## config.mk

```make
export PLATFORM = sky130hd
export DESIGN_NAME = spi_reg_bank_flat
export DESIGN_NICKNAME = d
export VERILOG_FILES = /design/src/rtl/spi_reg_bank_if.sv /design/src/rtl/spi_reg_bank.sv /design/src/flat_wrapper.sv
export SDC_FILE = /design/constraint.sdc
export NUM_CORES = 1
export LEC_CHECK = 0
export BUFFER_PORTS_ARGS = -buffer_cell sky130_fd_sc_hd__buf_2
export CAP_MARGIN = 20
export CORE_MARGIN = 2
export CORE_UTILIZATION = 34
export CTS_CLUSTER_DIAMETER = 120
export DETAILED_ROUTE_END_ITERATION = 10
export SLEW_MARGIN = 25
export SYNTH_ARGS = -nofsm -noshare
export SYNTH_HDL_FRONTEND = slang
export SYNTH_SLANG_ARGS = --single-unit
```

## constraint.sdc

```tcl
create_clock -name clk -period 2.6 [get_ports clk]
set_input_delay 0 -clock clk [delete_from_list [all_inputs] [get_ports clk]]
set_output_delay 0 -clock clk [all_outputs]
set_load 0.05 [all_outputs]
```

## src/rtl/spi_reg_bank_if.sv

```systemverilog
// SPI pin bundle between an external master and the register bank.
// The master drives clock, select and data in; the slave returns data out and its pad enable.
interface spi_reg_bank_if;
    logic sclk;
    logic ncs;
    logic sdi;
    logic sdo;
    logic sdo_oe;

    modport master (
        output sclk, ncs, sdi,
        input  sdo, sdo_oe
    );

    modport slave (
        input  sclk, ncs, sdi,
        output sdo, sdo_oe
    );
endinterface

```

## src/rtl/spi_reg_bank.sv

```systemverilog
// Parametrised SPI-slave register bank with write commit strobe and sdo readback.
// Optional read-only error status register at address NUM_REGS: SPI_REG_BANK_STATUS_EN.
module spi_reg_bank #(
    parameter int NUM_REGS    = 8,
    parameter int DATA_W      = 8,
    parameter int ADDR_W      = 7,
    parameter int SYNC_STAGES = 2
) (
    input  logic                       clk,
    input  logic                       rst,
    spi_reg_bank_if.slave              spi,
    output logic [NUM_REGS*DATA_W-1:0] regs_out,
    output logic                       wr_strobe,
    output logic [ADDR_W-1:0]          wr_addr
);
    localparam int FRAME_W = 1 + ADDR_W + DATA_W;
    localparam int CNT_W   = $clog2(FRAME_W + 1);
    localparam logic [ADDR_W:0] NREG = (ADDR_W + 1)'(NUM_REGS);

    logic [SYNC_STAGES-1:0] sclk_sy, ncs_sy, sdi_sy;
    logic                   sclk_s, ncs_s, sdi_s;
    logic                   sclk_q, ncs_q;
    logic                   sclk_rise, sclk_fall, frame_end;

    logic [CNT_W-1:0]       bit_cnt;
    logic [FRAME_W-1:0]     rx_shift, rx_nxt;
    logic [DATA_W-1:0]      tx_shift, rd_data;
    logic [DATA_W-1:0]      regs [NUM_REGS];

    logic                   f_rw, full, in_range, commit, load;
    logic [ADDR_W-1:0]      f_addr, ld_addr;
    logic [DATA_W-1:0]      f_data;

    always_ff @(posedge clk or posedge rst) begin
        if (rst) begin
            sclk_sy <= '0;
            ncs_sy  <= '1;
            sdi_sy  <= '0;
            sclk_q  <= 1'b0;
            ncs_q   <= 1'b1;
        end else begin
            sclk_sy <= {sclk_sy[SYNC_STAGES-2:0], spi.sclk};
            ncs_sy  <= {ncs_sy[SYNC_STAGES-2:0], spi.ncs};
            sdi_sy  <= {sdi_sy[SYNC_STAGES-2:0], spi.sdi};
            sclk_q  <= sclk_s;
            ncs_q   <= ncs_s;
        end
    end

    assign sclk_s    = sclk_sy[SYNC_STAGES-1];
    assign ncs_s     = ncs_sy[SYNC_STAGES-1];
    assign sdi_s     = sdi_sy[SYNC_STAGES-1];
    assign sclk_rise = sclk_s & ~sclk_q;
    assign sclk_fall = ~sclk_s & sclk_q;
    assign frame_end = ncs_s & ~ncs_q;

    assign rx_nxt   = {rx_shift[FRAME_W-2:0], sdi_s};
    assign f_rw     = rx_shift[FRAME_W-1];
    assign f_addr   = rx_shift[FRAME_W-2 -: ADDR_W];
    assign f_data   = rx_shift[DATA_W-1:0];
    assign full     = (bit_cnt == CNT_W'(FRAME_W));
    assign in_range = ({1'b0, f_addr} < NREG);
    assign commit   = frame_end & full & f_rw & in_range;

    // Address is complete on this rise; the new bit is its LSB.
    assign ld_addr = rx_nxt[ADDR_W-1:0];
    assign load    = sclk_rise & ~ncs_s & ~rx_nxt[ADDR_W] &
                     (bit_cnt == CNT_W'(ADDR_W));

`ifdef SPI_REG_BANK_STATUS_EN
    logic [DATA_W-2:0] err_cnt;
    logic              last_err;
    logic              err, frame_done;

    assign frame_done = frame_end & (bit_cnt != '0);
    assign err = frame_done &
                 (~full | (f_rw & ~in_range));

    always_ff @(posedge clk or posedge rst) begin
        if (rst) begin
            err_cnt  <= '0;
            last_err <= 1'b0;
        end else if (frame_done) begin
            last_err <= err;
            if (err && err_cnt != '1)
                err_cnt <= err_cnt + 1'b1;
        end
    end
`endif

    always_comb begin
        rd_data = '0;
        for (int i = 0; i < NUM_REGS; i++)
            if (ld_addr == ADDR_W'(i))
                rd_data = regs[i];
`ifdef SPI_REG_BANK_STATUS_EN
        if ({1'b0, ld_addr} == NREG)
            rd_data = {err_cnt, last_err};
`endif
    end

    always_ff @(posedge clk or posedge rst) begin
        if (rst) begin
            bit_cnt  <= '0;
            rx_shift <= '0;
            tx_shift <= '0;
        end else if (ncs_s) begin
            bit_cnt  <= '0;
            rx_shift <= '0;
            tx_shift <= '0;
        end else begin
            if (sclk_rise && !full) begin
                rx_shift <= rx_nxt;
                bit_cnt  <= bit_cnt + 1'b1;
            end
            // The fall right after the load keeps the MSB for the first data rise.
            if (load)
                tx_shift <= rd_data;
            else if (sclk_fall && bit_cnt > CNT_W'(ADDR_W + 1))
                tx_shift <= tx_shift << 1;
        end
    end

    always_ff @(posedge clk or posedge rst) begin
        if (rst) begin
            wr_strobe <= 1'b0;
            wr_addr   <= '0;
            for (int i = 0; i < NUM_REGS; i++)
                regs[i] <= '0;
        end else begin
            wr_strobe <= commit;
            if (commit) begin
                wr_addr <= f_addr;
                for (int i = 0; i < NUM_REGS; i++)
                    if (f_addr == ADDR_W'(i))
                        regs[i] <= f_data;
            end
        end
    end

    for (genvar g = 0; g < NUM_REGS; g++) begin : g_out
        assign regs_out[g*DATA_W +: DATA_W] = regs[g];
    end

    assign spi.sdo    = tx_shift[DATA_W-1] & ~ncs_s;
    assign spi.sdo_oe = ~ncs_s;
endmodule
```

## src/flat_wrapper.sv

```systemverilog
// flat-port wrapper written by rule: the top's interface ports become plain ports
module spi_reg_bank_flat 
#(
    parameter int NUM_REGS    = 8,
    parameter int DATA_W      = 8,
    parameter int ADDR_W      = 7,
    parameter int SYNC_STAGES = 2
)
  (clk, rst, regs_out, wr_strobe, wr_addr, spi_sclk, spi_ncs, spi_sdi, spi_sdo, spi_sdo_oe);
  spi_reg_bank_if spi_i ();
  input  logic clk;
  input  logic rst;
  output logic [NUM_REGS*DATA_W-1:0] regs_out;
  output logic wr_strobe;
  output logic [ADDR_W-1:0] wr_addr;
  input wire logic [$bits(spi_i.sclk)-1:0] spi_sclk;
  input wire logic [$bits(spi_i.ncs)-1:0] spi_ncs;
  input wire logic [$bits(spi_i.sdi)-1:0] spi_sdi;
  output wire logic [$bits(spi_i.sdo)-1:0] spi_sdo;
  output wire logic [$bits(spi_i.sdo_oe)-1:0] spi_sdo_oe;
  assign spi_i.sclk = spi_sclk;
  assign spi_i.ncs = spi_ncs;
  assign spi_i.sdi = spi_sdi;
  assign spi_sdo = spi_i.sdo;
  assign spi_sdo_oe = spi_i.sdo_oe;
  spi_reg_bank #(.NUM_REGS(NUM_REGS), .DATA_W(DATA_W), .ADDR_W(ADDR_W), .SYNC_STAGES(SYNC_STAGES)) u_core (.clk(clk), .rst(rst), .spi(spi_i), .regs_out(regs_out), .wr_strobe(wr_strobe), .wr_addr(wr_addr));
endmodule
```

# Word-level counts from Yosys, hierarchy flattened
# Index checks and enable logic that the tools add are counted.
# W data, S select, Z words.
# op_classes
mux	15
bitwise	15
eq_ne	16
n_lt_le_gt_ge	2
add_sub_neg	1
reduce_logical	15
# ops
cell	n
$mux W8	11
$eq A7 B3 Y1 const B	8
$mux W16	2
$eq A7 B2 Y1 const B	4
$reduce_and A2 Y1	8
$eq A7 B1 Y1 const B	2
$logic_not A7 Y1	2
$and A1 B1 Y1	10
$mux W5	2
$lt A7 B4 Y1 const B	1
$add A5 B1 Y5 const B	1
$eq A5 B3 Y1 const B	1
$eq A5 B5 Y1 const B	1
$gt A5 B4 Y1 const B	1
$not A1 Y1	5
$reduce_bool A3 Y1	1
$logic_and A1 B1 Y1	2
$reduce_bool A2 Y1	1
$logic_not A1 Y1	1
# totals
word_cells	82
out_inout_bits	74
register_bits	109

# Depth between registers and ports, before layout
# logic_depth
depth_word	11
ltp_mapped	9

# Least setup slack after synthesis
# Ideal clock, no wire load.
# synth_path
path_type	register to register
start	register u_core.bit_cnt[0]
end	register u_core.regs (netlist bit u_core.regs_out[24])
arrival_time_ps	1956
slack_ps	520
stages_incl_launch_ff	8
required_time_ps	2475
setup_time_ps	125
n_path_buf	1
cell_sequence	dfrtp_1 > inv_1 > ha_1 > and4bb_2 > nand3_2 > buf_2 > nor3_2 > mux2_2
# synth_between
elab_chain_len	5
# synth_rtl
item	line	rtl
start: declaration	spi_reg_bank.sv:25	logic [CNT_W-1:0] bit_cnt;
start signal: assignment	spi_reg_bank.sv:114	bit_cnt <= bit_cnt + 1'b1;
$eq A5 B5 Y1	spi_reg_bank.sv:61	assign full = (bit_cnt == CNT_W'(FRAME_W));
$and A1 B1 Y1 (3 in a row)	spi_reg_bank.sv:63	assign commit = frame_end & full & f_rw & in_range;
$reduce_and A2 Y1 (no line)	-	
end signal: indexed assignment	spi_reg_bank.sv:136	regs[i] <= f_data;
end: declaration	spi_reg_bank.sv:28	logic [DATA_W-1:0] regs [NUM_REGS];
# No other way between the ends.
# A chain may end at the register's enable or synchronous reset.

# Worst setup path in the final report
# layout_path
start	register u_core.bit_cnt[0]
end	register u_core.regs (netlist bit u_core.regs_out[11])
# Same word-level chain as after synthesis.

==> out/results.env <==
CLKSINKCOUNT=109
CTS_HTREE_LEVELS=3
SYNTHESIZED_NETLIST_NET_COUNT=414
CLOCK_LATENCY_NS=0.35
SYNTH-ASYNC-RESET-RATIO_PCT=100
POST-ROUTE-WORST-SETUP-SLACK_NS=0.375
TIMING_HOLD_VIOLATIONS_FINAL=0
WORSTSETUPPATHTYPE='reg -> reg'
PERIOD_MINUS_SLACK_NS=2.23
SYNTHCELLS=407
MIN-DELAY-PATH-CLASS='in -> reg'
DR_TOTAL_VIAS=3543
FLOORPLAN.CORE_AREA_UM2=14400
TIMING.FINAL.CRIT_SHARE_PCT=85.6
WORST-ENDPOINT-REQUIRED_NS=2.83
NETLIST_CELL_TYPES=52
ACHIEVABLE-FREQUENCY_GHz=0.449
YS_FF_LATCH=109
POWER.DENSITY_CELL_AREA_nW_PER_UM2=553
SYNTH-MAIN-FF-CELL='dfrtp_1'
CTSROOTBUFFERMASTER='clkbuf_16'
CRITPATHLAUNCH='u_core.bit_cnt[0]'
LARGEST_NET_DEGREE_AT_THE_START_OF_GLOBAL_ROUTING=42
DIE_AREA_UM2=15600
ANTENNADIODECOUNT=0
SETUP_VIOL=0
DRTITER0DRC=215
CRITPATHCAPTURETYPE='register'
RUN_STATUS='complete, no violations'
TOTAL_NEGATIVE_SLACK_NS=0
TRITONCTS='done'
ANTENNA_VIOLATING_NETS_POST_ROUTE=0
POST-ROUTE-DRC-COUNT=0
MIN-DELAY-START='spi_sdi'
LEAKAGEPOWER_uW=0.00302
INITIAL_ANTENNA_VIOLATION_COUNT=0
PRE_CTS_SLACK_NS=0.376
GLOBAL_ROUTE.OVERFLOW_TOTAL=0
TIMING.FINAL.MAX_SLEW_VIOLATIONS=0
AREAGROWTHSYNTHTOFINISH_PCT=21.7
STARTING_DENSITY_OF_THE_CORE_PCT=34.5
GRT_SETUP_UNREPAIRED='false'
PLACE_CONGESTION=0.854
WL_PER_CELL_UM=18.6
NUMCTSBUFFERS=9
GLOBALROUTETOTALUTIL_PCT=17.0
POST_CTS_RESIZED=0
TIGHTESTPINTRANSITION_NS=0.802
GRT_PASS1_VIAS=3725
CRITPATHLAUNCHTYPE='register'
SYNTH-WARNING-COUNT=0
GRT_PASS1_WL_MM=20.9
SYNTH_AREA_PER_CELL_UM2=12.2
CLOCK_PIN_SLEW_REPORTED_FOR_THE_WORST_SETUP_AND_HOLD_PATHS_AFTER_CLOCK_TREE_SYNTHESIS_NS=0.07
DIE_H_UM=125
ROWS=44
CRIT_PATH_MAX_FANOUT=11
REG2REG_START='u_core.bit_cnt[0]'
YOSYSSEQAREASHARE_PCT=54.8
IRDROPWORSTVDD_uV=274
DRT-TOTAL-WL_MM=12.7
WORST_CLOCK_SKEW_NS=0.0111
WORST_MAX_SLEW_MARGIN_EXPRESSED_RELATIVE_TO_THE_LIMIT_PCT=46.4
DRT-VIAS-PER-INSTANCE=5.17
DIEWIDTH_UM=125
FRACTION_OF_FINAL_LAYOUT_CELLS_WITH_DRIVE_STRENGTH_GREATER_THAN_1_PCT=39.7
CTSLONGESTPATHBUFFERS=2
SYNTH_ENABLE_FLOP_CELLS=0
BOUNDARYPINS=79
CAP_VIOL_MAX_COUNT=0
CRIT_ARRIVAL_NS=2.46
DESIGN.FINAL.NETS=503
HPWLAFTERDP_MM=9.11
FIRSTDRTPASSITERS=4
PLACEMENT.IO_BUFFERS=78
SYNTHESIS.AREA_UM2=4980
## worst paths after layout
kind | to | slack [ns] | depth (start not counted)
setup / recovery | u_core.regs_out[11] | 0.37 | 8
hold / removal | u_core.sdi_sy[0] | 0.29 | 2
setup reg to reg | u_core.regs_out[11] | 0.37 | 8
hold reg to reg | u_core.sdi_sy[1] | 0.35 | 0
max in group asynchronous | u_core.rx_shift[7] | 1.60 | 4
min in group asynchronous | u_core.sdi_sy[0] | 0.34 | 3
## cells in the mapped netlist, drive strengths merged, types with 2 or more instances
master,instances,share of area [%]
and2,4,0.50
a21oi,30,3.0
nor4b,3,1.3
inv,14,1.1
nand2,20,1.6
mux2,64,14
a32oi,4,0.70
nor4,3,0.68
mux2i,31,6.2
nand2b,2,0.25
nand4,2,0.25
mux4,2,0.90
ha,2,0.50
o31ai,3,0.45
or4,2,0.30
buf,12,1.2
nand4b,2,0.35
dfrtp,106,53
clkbuf,14,1.1
dfstp,3,1.6
o22ai,2,0.25
o32ai,5,0.88
xnor2,3,0.53
nor3,4,0.50
o21ai,9,0.90
and3,2,0.25
nor3b,2,0.53
o221ai,4,0.70
nor2,27,2.0
nor2b,12,1.5
## final cells by class
class / instances / area, um^2
flip-flops and latches: 109 / 2730
multi-input cells: 258 / 2090
clock inverters: 5 / 82.6
clock buffers: 11 / 253
inverters: 14 / 56.3
fillers: 1413 / 8360
well taps: 184 / 230
repair buffers: 104 / 621
## metrics by stage
step / util [%] / total power (uW) / hold WS, ns / cell area (um^2) / instances
final: 42.0 / 3350 / 0.293 / 6060 / 685
after global routing: 42.0 / 3480 / 0.283 / 6060 / 685
after CTS: 42.0 / 3390 / 0.282 / 6060 / 685
after detailed placement: 39.4 / 1870 / 0.107 / 5690 / 665
after global placement: 39.4 / 1870 / 0.110 / 5690 / 665
after floorplan: - / 1830 / 0.00448 / 4990 / 407
## state kept, by name (all words and copies together), names as in the netlist, 2 cells and up
signal,cells
u_core.ncs_sy,2
u_core.regs_out,64
u_core.wr_addr,7
u_core.bit_cnt,5
u_core.rx_shift,16
u_core.sdi_sy,2
u_core.sclk_sy,2
u_core.tx_shift,8
## metal layers
metal | up-vias | global-route usage, % | wire [um]
met1 | 1789 | 24.1 | 5890
met3 | 18 | 4.07 | 761
met5 | - | 0 | 0
met2 | 103 | 25.3 | 5800
met4 | 0 | 6.73 | 293
li1 | 1633 | - | -
## kinds of logic after synthesis
| group | synth area share, % |
|---|---|
| flops | 54.8 |
| mux | 21.6 |
| simple gates | 11.0 |
| compound gates | 8.09 |
| buf+inv | 3.29 |
| xor+xnor | 0.703 |
| fa+ha+maj | 0.502 |
## critical path: stages, from the launching register on
cell	delay [ns]
dfrtp_1	0.42
inv_1	0.07
ha_1	0.16
and4bb_2	0.27
nand3_2	0.10
buf_4	0.21
nor4b_4	0.29
buf_4	0.24
mux2_2	0.36
## where the power goes
group	leakage [uW]	total (uW)	switching (uW)	internal, uW
Sequential	0.00150	1720	14.0	1710
Combinational	0.00136	120	79.5	40.1
Clock	0.000154	1510	615	897
Total	0.00302	3350	709	2640
## what timing repair did
action / CTS / global route
hold buffers: 4 / 0
endpoints found under the hold margin: 33 / 0
buffers inserted: 0 / 0
endpoints found under the setup margin: 0 / 0
## cell usage in the layout, fill, tap and decap left out, types with 2 or more instances in the layout
cell type	count
buf_2	78
buf_4	20
inv_1	12
clkbuf_8	2
bufinv_16	2
nand4_1	2
or4_1	2
mux2_2	64
xnor2_1	3
dfrtp_1	106
mux4_2	2
dlygate4sd3_1	4
clkbuf_16	9
nor3_1	3
nand4b_1	2
and3_1	2
nor2b_1	11
o221ai_1	4
and2_1	4
o21ai_0	9
a21oi_1	30
dfstp_2	3
nand2b_1	2
o22ai_1	2
ha_1	2
nor4_1	2
buf_12	2
nand2_1	19
nor2_1	27
o31ai_1	3
clkinvlp_4	4
o32ai_1	5
a32oi_1	4
mux2i_1	31
nor4b_4	2
Note: power is estimated with default switching activity, not from simulation.
